[src/rtl/cpu_pkg.sv]
// Shared opcodes, state encoding and instruction field positions
// for the alu_sequencer fetch/decode/execute controller.
package cpu_pkg;

  localparam logic [3:0] OP_MOV = 4'h0;
  localparam logic [3:0] OP_ADD = 4'h1;
  localparam logic [3:0] OP_SUB = 4'h2;
  localparam logic [3:0] OP_MUL = 4'h3;
  localparam logic [3:0] OP_DIV = 4'h4;
  localparam logic [3:0] OP_INC = 4'h5;
  localparam logic [3:0] OP_DEC = 4'h6;
  localparam logic [3:0] OP_AND = 4'h7;
  localparam logic [3:0] OP_OR  = 4'h8;
  localparam logic [3:0] OP_XOR = 4'h9;
  localparam logic [3:0] OP_NOT = 4'hA;
  localparam logic [3:0] OP_LDI = 4'hB;
  localparam logic [3:0] OP_OUT = 4'hC;
  localparam logic [3:0] OP_JMP = 4'hD;
  localparam logic [3:0] OP_BRZ = 4'hE;
  localparam logic [3:0] OP_HLT = 4'hF;

  localparam int OP_MSB  = 15;
  localparam int OP_LSB  = 12;
  localparam int RD_MSB  = 11;
  localparam int RD_LSB  = 10;
  localparam int RS_MSB  = 9;
  localparam int RS_LSB  = 8;
  localparam int IMM_MSB = 7;
  localparam int IMM_LSB = 0;

  typedef enum logic [2:0] {
    S_FETCH,
    S_DECODE,
    S_EXEC,
    S_WB,
    S_HALT
  } state_t;

  // Arithmetic ops refresh zero; logic ops, MOV and LDI keep it.
  function automatic logic sets_zero(input logic [3:0] op);
    unique case (op)
      OP_ADD, OP_SUB, OP_MUL,
      OP_DIV, OP_INC, OP_DEC: sets_zero = 1'b1;
      OP_MOV, OP_AND, OP_OR,
      OP_XOR, OP_NOT, OP_LDI: sets_zero = 1'b0;
      default:                sets_zero = 1'b0;
    endcase
  endfunction

  function automatic logic sets_carry(input logic [3:0] op);
    sets_carry = (op == OP_ADD) || (op == OP_SUB) ||
                 (op == OP_INC) || (op == OP_DEC);
  endfunction

endpackage

[src/rtl/alu_sequencer_regfile.sv]
// 4x8 register file: two asynchronous read ports,
// one synchronous write port, asynchronous clear.
module regfile4x8 (
  input  logic       clk,
  input  logic       reset,
  input  logic       we,
  input  logic [1:0] waddr,
  input  logic [7:0] wdata,
  input  logic [1:0] raddr_a,
  input  logic [1:0] raddr_b,
  output logic [7:0] rdata_a,
  output logic [7:0] rdata_b
);

  logic [7:0] regs [4];

  always_ff @(posedge clk or posedge reset) begin
    if (reset) begin
      for (int i = 0; i < 4; i++) regs[i] <= '0;
    end else if (we) begin
      regs[waddr] <= wdata;
    end
  end

  assign rdata_a = regs[raddr_a];
  assign rdata_b = regs[raddr_b];

endmodule

[src/rtl/alu_sequencer.sv]
// Fetch/decode/execute controller driving an external 8-bit ALU.
// ALU_SEQ_DIV_GUARD_EN: trap DIV by zero (R[rd]<=0xFF, sticky div_err).
module alu_sequencer
  import cpu_pkg::*;
(
  input  logic        clk,
  input  logic        reset,
  output logic        imem_req,
  output logic [7:0]  imem_addr,
  input  logic        imem_ack,
  input  logic [15:0] imem_data,
  output logic        alu_enable,
  output logic [3:0]  alu_opcode,
  output logic [7:0]  alu_operand_1,
  output logic [7:0]  alu_operand_2,
  input  logic [15:0] alu_result,
  output logic [7:0]  out_data,
  output logic        out_valid,
  output logic        zero_flag,
  output logic        carry_flag,
  output logic [7:0]  hi_byte,
  output logic        div_err,
  output logic        halted
);

  state_t      state;
  logic [7:0]  pc;
  logic [15:0] ir;
  logic        div_skip;
  logic        div_zero;

  logic [3:0]  op;
  logic [1:0]  rd;
  logic [1:0]  rs;
  logic [7:0]  imm;
  logic [7:0]  rd_data;
  logic [7:0]  rs_data;
  logic        wb_we;
  logic [7:0]  wb_data;

  assign op  = ir[OP_MSB:OP_LSB];
  assign rd  = ir[RD_MSB:RD_LSB];
  assign rs  = ir[RS_MSB:RS_LSB];
  assign imm = ir[IMM_MSB:IMM_LSB];

  assign imem_addr = pc;

`ifdef ALU_SEQ_DIV_GUARD_EN
  assign div_zero = (op == OP_DIV) && (rs_data == 8'h00);
`else
  assign div_zero = 1'b0;
`endif

  assign wb_we   = (state == S_WB);
  assign wb_data = div_skip ? 8'hFF : alu_result[7:0];

  regfile4x8 u_rf (
    .clk     (clk),
    .reset   (reset),
    .we      (wb_we),
    .waddr   (rd),
    .wdata   (wb_data),
    .raddr_a (rd),
    .raddr_b (rs),
    .rdata_a (rd_data),
    .rdata_b (rs_data)
  );

  always_ff @(posedge clk or posedge reset) begin
    if (reset) begin
      state         <= S_FETCH;
      pc            <= '0;
      ir            <= '0;
      div_skip      <= 1'b0;
      imem_req      <= 1'b0;
      alu_enable    <= 1'b0;
      alu_opcode    <= '0;
      alu_operand_1 <= '0;
      alu_operand_2 <= '0;
      out_data      <= '0;
      out_valid     <= 1'b0;
      zero_flag     <= 1'b0;
      carry_flag    <= 1'b0;
      hi_byte       <= '0;
      div_err       <= 1'b0;
      halted        <= 1'b0;
    end else begin
      out_valid  <= 1'b0;
      alu_enable <= 1'b0;
      unique case (state)
        S_FETCH: begin
          if (imem_req && imem_ack) begin
            ir       <= imem_data;
            imem_req <= 1'b0;
            state    <= S_DECODE;
          end else begin
            imem_req <= 1'b1;
          end
        end
        S_DECODE: begin
          alu_opcode    <= op;
          alu_operand_1 <= (op == OP_LDI) ? imm : rd_data;
          alu_operand_2 <= rs_data;
          unique case (op)
            OP_OUT: begin
              out_data  <= rd_data;
              out_valid <= 1'b1;
              pc        <= pc + 8'd1;
              imem_req  <= 1'b1;
              state     <= S_FETCH;
            end
            OP_JMP: begin
              pc       <= imm;
              imem_req <= 1'b1;
              state    <= S_FETCH;
            end
            OP_BRZ: begin
              pc       <= zero_flag ? imm : pc + 8'd1;
              imem_req <= 1'b1;
              state    <= S_FETCH;
            end
            OP_HLT: begin
              halted <= 1'b1;
              state  <= S_HALT;
            end
            default: begin
              div_skip   <= div_zero;
              alu_enable <= !div_zero;
              state      <= S_EXEC;
            end
          endcase
        end
        S_EXEC: state <= S_WB;
        S_WB: begin
          if (sets_zero(op) && !div_skip)
            zero_flag <= (alu_result[7:0] == 8'h00);
          if (sets_carry(op))
            carry_flag <= alu_result[8];
          if (op == OP_MUL)
            hi_byte <= alu_result[15:8];
          if (div_skip)
            div_err <= 1'b1;
          div_skip <= 1'b0;
          pc       <= pc + 8'd1;
          imem_req <= 1'b1;
          state    <= S_FETCH;
        end
        S_HALT: state <= S_HALT;
      endcase
    end
  end

endmodule

[config.mk]
export PLATFORM = sky130hd
export DESIGN_NAME = alu_sequencer
export DESIGN_NICKNAME = d
export VERILOG_FILES = /design/src/rtl/cpu_pkg.sv /design/src/rtl/alu_sequencer_regfile.sv /design/src/rtl/alu_sequencer.sv
export SDC_FILE = /design/constraint.sdc
export NUM_CORES = 1
export LEC_CHECK = 0
export BUFFER_PORTS_ARGS = -buffer_cell sky130_fd_sc_hd__buf_2
export CORE_MARGIN = 10
export CORE_UTILIZATION = 40
export CTS_BUF_LIST = sky130_fd_sc_hd__clkbuf_8 sky130_fd_sc_hd__clkbuf_16
export CTS_CLUSTER_SIZE = 14
export DETAILED_ROUTE_END_ITERATION = 10
export HOLD_SLACK_MARGIN = 0.02
export PLACE_DENSITY = 0.6
export RECOVER_POWER = 25
export SETUP_SLACK_MARGIN = 0.2
export SLEW_MARGIN = 20
export SYNTH_ARGS = -nofsm -noshare
export SYNTH_HDL_FRONTEND = slang
export SYNTH_SLANG_ARGS = --single-unit
[constraint.sdc]
create_clock -name clk -period 4.1 [get_ports clk]
set_clock_uncertainty 0.2 [all_clocks]
set_input_delay 0 -clock clk [delete_from_list [all_inputs] [get_ports clk]]
set_output_delay 0 -clock clk [all_outputs]
set_load 0.02 [all_outputs]
==> Word-level counts from Yosys, hierarchy flattened <==
Memories as Yosys holds them, arrays and structs flattened.
Index checks and enable logic that the tools add are counted.
{ "totals": {"reg_bits": 103, "latchBits": 0, "ramBits": 0, "mem_bits_ro": 16, "word_cells": 95, "mem_count": 1} }
{ "mem_list": {"columns": ["name", "words", "word_bits", "read_ports", "rd_clocked_by_memory_dff", "write_ports", "line", "text"], "rows": [
  ["(no name shown)", 16, 1, 1, 0, 0, "cpu_pkg.sv:41", "unique case (op)"]
]} }
{ "op_classes": {"add_sub_neg": 1, "multipliers": 0, "n_div": 0, "magnitude_cmp": 3, "n_eq_ne": 18, "shift": 0, "n_mux": 27, "bitwise_logic": 2, "reduce_logical": 23} }
{ "op_table": {"columns": ["cell", "count"], "rows": [
  ["2-to-1 mux 8 bit", 8],
  ["binary-select mux 8 bit (select 2 bit)", 2],
  ["bitwise mux 32 bit", 1],
  ["one-hot mux 8 bit (3 select lines)", 1],
  ["equality test 4 bit, second input constant", 5],
  ["AND reduction 2 bit", 10],
  ["demux 8 bit (select 2 bit)", 1],
  ["one-hot mux 8 bit (2 select lines)", 1],
  ["one-hot mux 3 bit (5 select lines)", 1],
  ["adder 8 x 1 -> 8 bit, second input constant", 1],
  ["equality test 4 x 2 -> 1 bit, second input constant", 2],
  ["equality test 4 x 3 -> 1 bit, second input constant", 2],
  ["logical NOT 8 bit", 1],
  ["2-to-1 mux 1 bit", 8],
  ["equality test 3 x 2 -> 1 bit, second input constant", 2],
  [">= comparator 3 bit, second input constant", 2],
  ["inequality test 2 bit, second input constant", 3],
  ["NOT 2 -> 3 bit", 2],
  ["one-hot mux 3 bit (2 select lines)", 1],
  ["equality test 4 x 1 -> 1 bit, second input constant", 1],
  ["inequality test 4 bit, second input constant", 1],
  ["OR reduction 4 bit", 1],
  ["equality test 3 x 1 -> 1 bit, second input constant", 1],
  ["equality test 3 bit, second input constant", 1],
  ["other kinds (11)", 15]
]} }

==> Logic depth before layout (Yosys ltp) <==
{ "logic_depth": {"depth_word": 6, "depth_mapped": 7, "ltp_nobuf": 5} }

==> By module <==
Synthesis repeated with hierarchy kept, for this count alone.
{ "unflattened": {"hier_cells": 331, "hier_area_um2": 4699.5} }
{ "modules_own_cells": {"columns": ["module", "n_inst", "cells_each", "area_per_inst_um2"], "rows": [
  ["alu_sequencer", 1, 242, 3105.5],
  ["regfile4x8", 1, 89, 1594.0]
]} }

==> Worst setup path before layout <==
Ideal clock, no wire load.
{ "synth_timing": {"path_type": "register to register", "startpoint": "register state[2]", "endpoint": "register ir[0]", "arrival_time_ns": 1.552, "required_ns": 3.775, "path_slack_ns": 2.223, "stages_incl_launch_ff": 5, "path_buffers": 1, "synth_period_minus_slack_ns": 1.877, "cell_sequence": "dfrtp_1 > nand3b_1 > nor3_2 > buf_4 > mux2_2"} }
{ "synth_between": {"elab_chain_cells": 2} }
{ "synth_lines": {"columns": ["element", "line", "text"], "rows": [
  ["start: declaration", "alu_sequencer.sv:26", "state_t state;"],
  ["start signal: assignment", "alu_sequencer.sv:71", "state <= S_FETCH;"],
  ["start signal: assignment", "alu_sequencer.sv:95", "state <= S_DECODE;"],
  ["start signal: assignment", "alu_sequencer.sv:110", "state <= S_FETCH;"],
  ["logical NOT 3 bit", "alu_sequencer.sv:90", "unique case (state)"],
  ["AND reduction 2 bit (no line)", null, null],
  ["end signal: assignment", "alu_sequencer.sv:93", "ir <= imem_data;"],
  ["end: declaration", "alu_sequencer.sv:28", "logic [15:0] ir;"]
]} }
No other way between the ends.
A chain may end at the register's enable or synchronous reset.

==> Worst setup path after layout <==
{ "layout_timing": {"startpoint": "register state[0]", "endpoint": "register u_rf.regs[10] (netlist name)"} }
{ "layout_between": {"elab_chain_cells": 1} }
{ "layout_lines": {"columns": ["element", "line", "text"], "rows": [
  ["equality test 3 x 2 -> 1 bit", "alu_sequencer.sv:54", "assign wb_we = (state == S_WB);"],
  ["end signal: indexed assignment", "alu_sequencer_regfile.sv:21", "regs[waddr] <= wdata;"],
  ["end: declaration", "alu_sequencer_regfile.sv:15", "logic [7:0] regs [4];"]
]} }
No other way between the ends.

==> results by group <==
Status
  – Status: complete, no violations

Die
  – Row count: 39
  – Starting Density: 41.0%
  – Core area: 11,500 um2
  – Chip height: 128 um
  – Die X-Extent: 128 um
  – Die ar.: 16,500 um2
  – # IOs: 86

Power and ir drop
  – Maximum vdd drop: 0.000330 V
  – Reg power frac: 42.1%
  – Psw: 1.88 mW
  – Sw Share: 39.3%
  – Cell Int Power: 2.91 mW
  – Combinational Power Share: 41.7%
  – Clock network fraction of total power: 16.3%
  – Total power: 4.79 mW
  – Leak: 2.46 nW
  – Power per Cell Area: 831 nW/um2

CTS
  – Cells resized by post-CTS repair: 0
  – CTS root buf: clkbuf_16
  – Num CTS Buffers: 9
  – Clk_lat worst skew: 0.34 ns
  – CTS clk-pin slew, worst paths: 0.07 ns
  – Post-CTS Setup Repair Bufs: 0
  – CTS tree: built
  – Sink Count: 101
  – Max H-tree Level: 3
  – Longest Clk Path Bufs: 2

Critical path
  – Crit path DAT: 2.37 ns
  – Setup crit end kind: flop
  – CP Launch Type: flop
  – Crit Path Max Fanout: 13
  – Kind of critical path: flop to flop
  – Worst Path Required: 4.12 ns

Timing
  – Max Clk Rate: 0.427 GHz
  – Setup-failing EPs final: 0
  – Fin crit period: 2.34 ns
  – RSZ-0062 raised after global routing: no
  – Post-route clock period utilization: 57.1%
  – TNS Setup: 0 ns
  – Worst Max-Slew Pin Slew: 0.840 ns
  – Slew Limit Fails: 0
  – Final WS setup: 1.76 ns
  – Worst relative slew slack: 44.0%
  – Final Hold Fails: 0

Global route
  – First-pass GRT wire length: 17,700 um
  – Total GRT Usage: 13.6%
  – Congestion Overflow GR: 0
  – Number of global-route vias before repair: 3,230
  – Initial antenna violation count: 0
  – Largest net degree at the start of global routing: 65

Finish
  – Area delta synth->final: 22.6%
  – Layout cells sized above 1: 34.7%
  – Fillers: 1,032
  – Ant diodes: 0
  – Layout Nets: 482

Drt
  – WL final: 11,100 um
  – Metal-1 WL: 5010 um
  – Via/cell ratio: 5.20
  – Uppermost layer routed: met4
  – Drt drc: 0
  – Number of DRC markers in iteration 0: 145
  – Routed wl met2: 5230 um
  – Wire per inst: 18.7 um
  – Remaining antenna violation count: 0
  – Via count: 3,084
  – Met3 WL: 701 um
  – Initial DRT Pass Iterations: 4

Yosys
  – Post-Syn Area: 4700 um2
  – Area leader, netlist: dfrtp_1
  – Area contributors post-synth: dfrtp_1 54%, mux2_2 19%, mux4_2 7.7%
  – Post-synthesis sequential area ratio: 53.8%
  – Mean post-synth cell area: 14.1 um2
  – Post-Syn Instances: 333
  – Number of synthesized flops with an enable pin: 0
  – Yosys warning total: 0
  – Dominant synthesized flop cell: dfrtp_1
  – Async SR Flop Fraction: 100%
  – Netlist cell types: 42
  – Mapped Nets: 369
  – #FFs+latches synth: 101
  – Post-synth top area share: 53.8%

Placement
  – DP HPWL: 7990 um
  – Pre-CTS setup slack: 1.73 ns
  – GPL Wtd Cong: 0.772
  – PortBufs: 84

Hold path
  – Hold Path Class: input port to asynchronous set/reset pin

Job
  – Max_cap viols: 0
path summary, 6_finish.rpt:
path | start | to | depth (start not counted) | slack (ns)
max | state[0] | u_rf.regs[10] | 4 | 1.76
min | reset | hi_byte[2] | 3 | 0.15
max reg2reg | state[0] | u_rf.regs[10] | 4 | 1.76
min reg2reg | hi_byte[2] | hi_byte[2] | 1 | 0.31
max in group asynchronous | reset | u_rf.regs[24] | 4 | 2.54
min in group clk | alu_result[12] | hi_byte[4] | 3 | 0.23
power groups by stage:
stage	combinational [mW]	clock, mW	sequential, mW
4_1_cts	2.09	0.800	2.01
2_1_floorplan	1.43	0	2.03
3_5_place_dp	2.06	0	2.03
6_report	2.00	0.778	2.01
3_3_place_gp	2.02	0	2.00
5_1_grt	2.18	0.837	2.10
synth_stat cells, types with 5 or more instances:
master    count
o211ai_1      6
nand2b_1      5
nand2_1       6
mux4_2       16
nor3_1        5
buf_2        11
dfrtp_1     101
a21oi_1      15
inv_1         6
mux2i_1      15
nor2_1       17
mux2_2       78
cell type report:
cell class                      instances  area, um2  share of cell area (%)
Inverter                                6       25.0                   0.434
Multi-Input combinational cell        207       2040                    35.5
Timing Repair Buffer                  121        721                    12.5
Clock inverter                          5       27.5                   0.478
Clock buffer                           10        239                    4.15
Sequential cell                       101       2530                    43.9
Tap cell                              143        179                    3.11
metrics by stage:
stage | utilization (%) | hold slack (ns) | area, um2 | std cells
global placement | 45.5 | 0.0137 | 5220 | 544
finish | 50.2 | 0.148 | 5760 | 593
detailed placement | 45.5 | 0.0250 | 5220 | 544
floorplan | - | -0.0494 | 4700 | 333
CTS | 50.8 | 0.204 | 5820 | 593
global route | 50.2 | 0.232 | 5760 | 593
critical path, stage by stage (launching register included):
cell	delay [ns]
dfrtp_1	0.54
nor2b_4	0.45
nand2_2	0.16
nor3b_4	0.49
mux2_2	0.40
cell families (layout without fill, tap and decap cells):
family / count (synthesis) / in the layout / synth area share (%)
multiplexers: 109 / 109 / 29.6
flip-flops: 101 / 101 / 53.8
AND/OR/NAND/NOR: 58 / 58 / 7.83
AO/OA/AOI/OAI: 38 / 38 / 5.70
buffers and inverters: 25 / 142 / 2.77
adder cells (fa/ha/maj): 1 / 1 / 0.266
other: 1 / 1 / 0.0798
routing by layer:
layer	GRT usage, %	vias to the layer above
li1	-	1467
met1	18.1	1533
met2	20.8	74
met3	3.53	10
met4	5.17	0
met5	0	-
registers in the layout, indices dropped and copies added, names as in the netlist:
register	cells
u_rf.regs	32
ir	16
alu_operand_1	8
alu_operand_2	8
hi_byte	8
imem_addr	8
out_data	8
alu_opcode	4
state	3
alu_enable	1
carry_flag	1
halted	1
imem_req	1
out_valid	1
zero_flag	1
cells in the final DEF (no fill, tap or decap), types with 2 or more instances in the layout:
master / n
inv_1: 6
dfrtp_1: 101
nand4b_1: 2
o211ai_1: 6
o21ai_0: 3
o22ai_1: 2
a21o_1: 2
clkbuf_16: 9
nor2_1: 16
nand3_1: 4
and3_1: 2
nand2_1: 6
nor3_2: 2
mux4_2: 16
clkinv_2: 3
clkbuf_1: 50
a21oi_1: 15
mux2_2: 78
nor3_1: 5
nand2b_1: 5
mux2i_1: 15
o2bb2ai_1: 4
nor4_1: 3
buf_4: 3
a22oi_1: 2
nand3b_1: 3
dlygate4sd3_1: 34
buf_2: 34
repair_timing:
| item | in CTS | in global routing |
|---|---|---|
| endpoints found under the setup margin | 0 | 0 |
| hold buffers | 34 | 0 |
| hold endpoints to repair | 122 | 0 |
No activity file was read; power rests on OpenSTA's default activity.
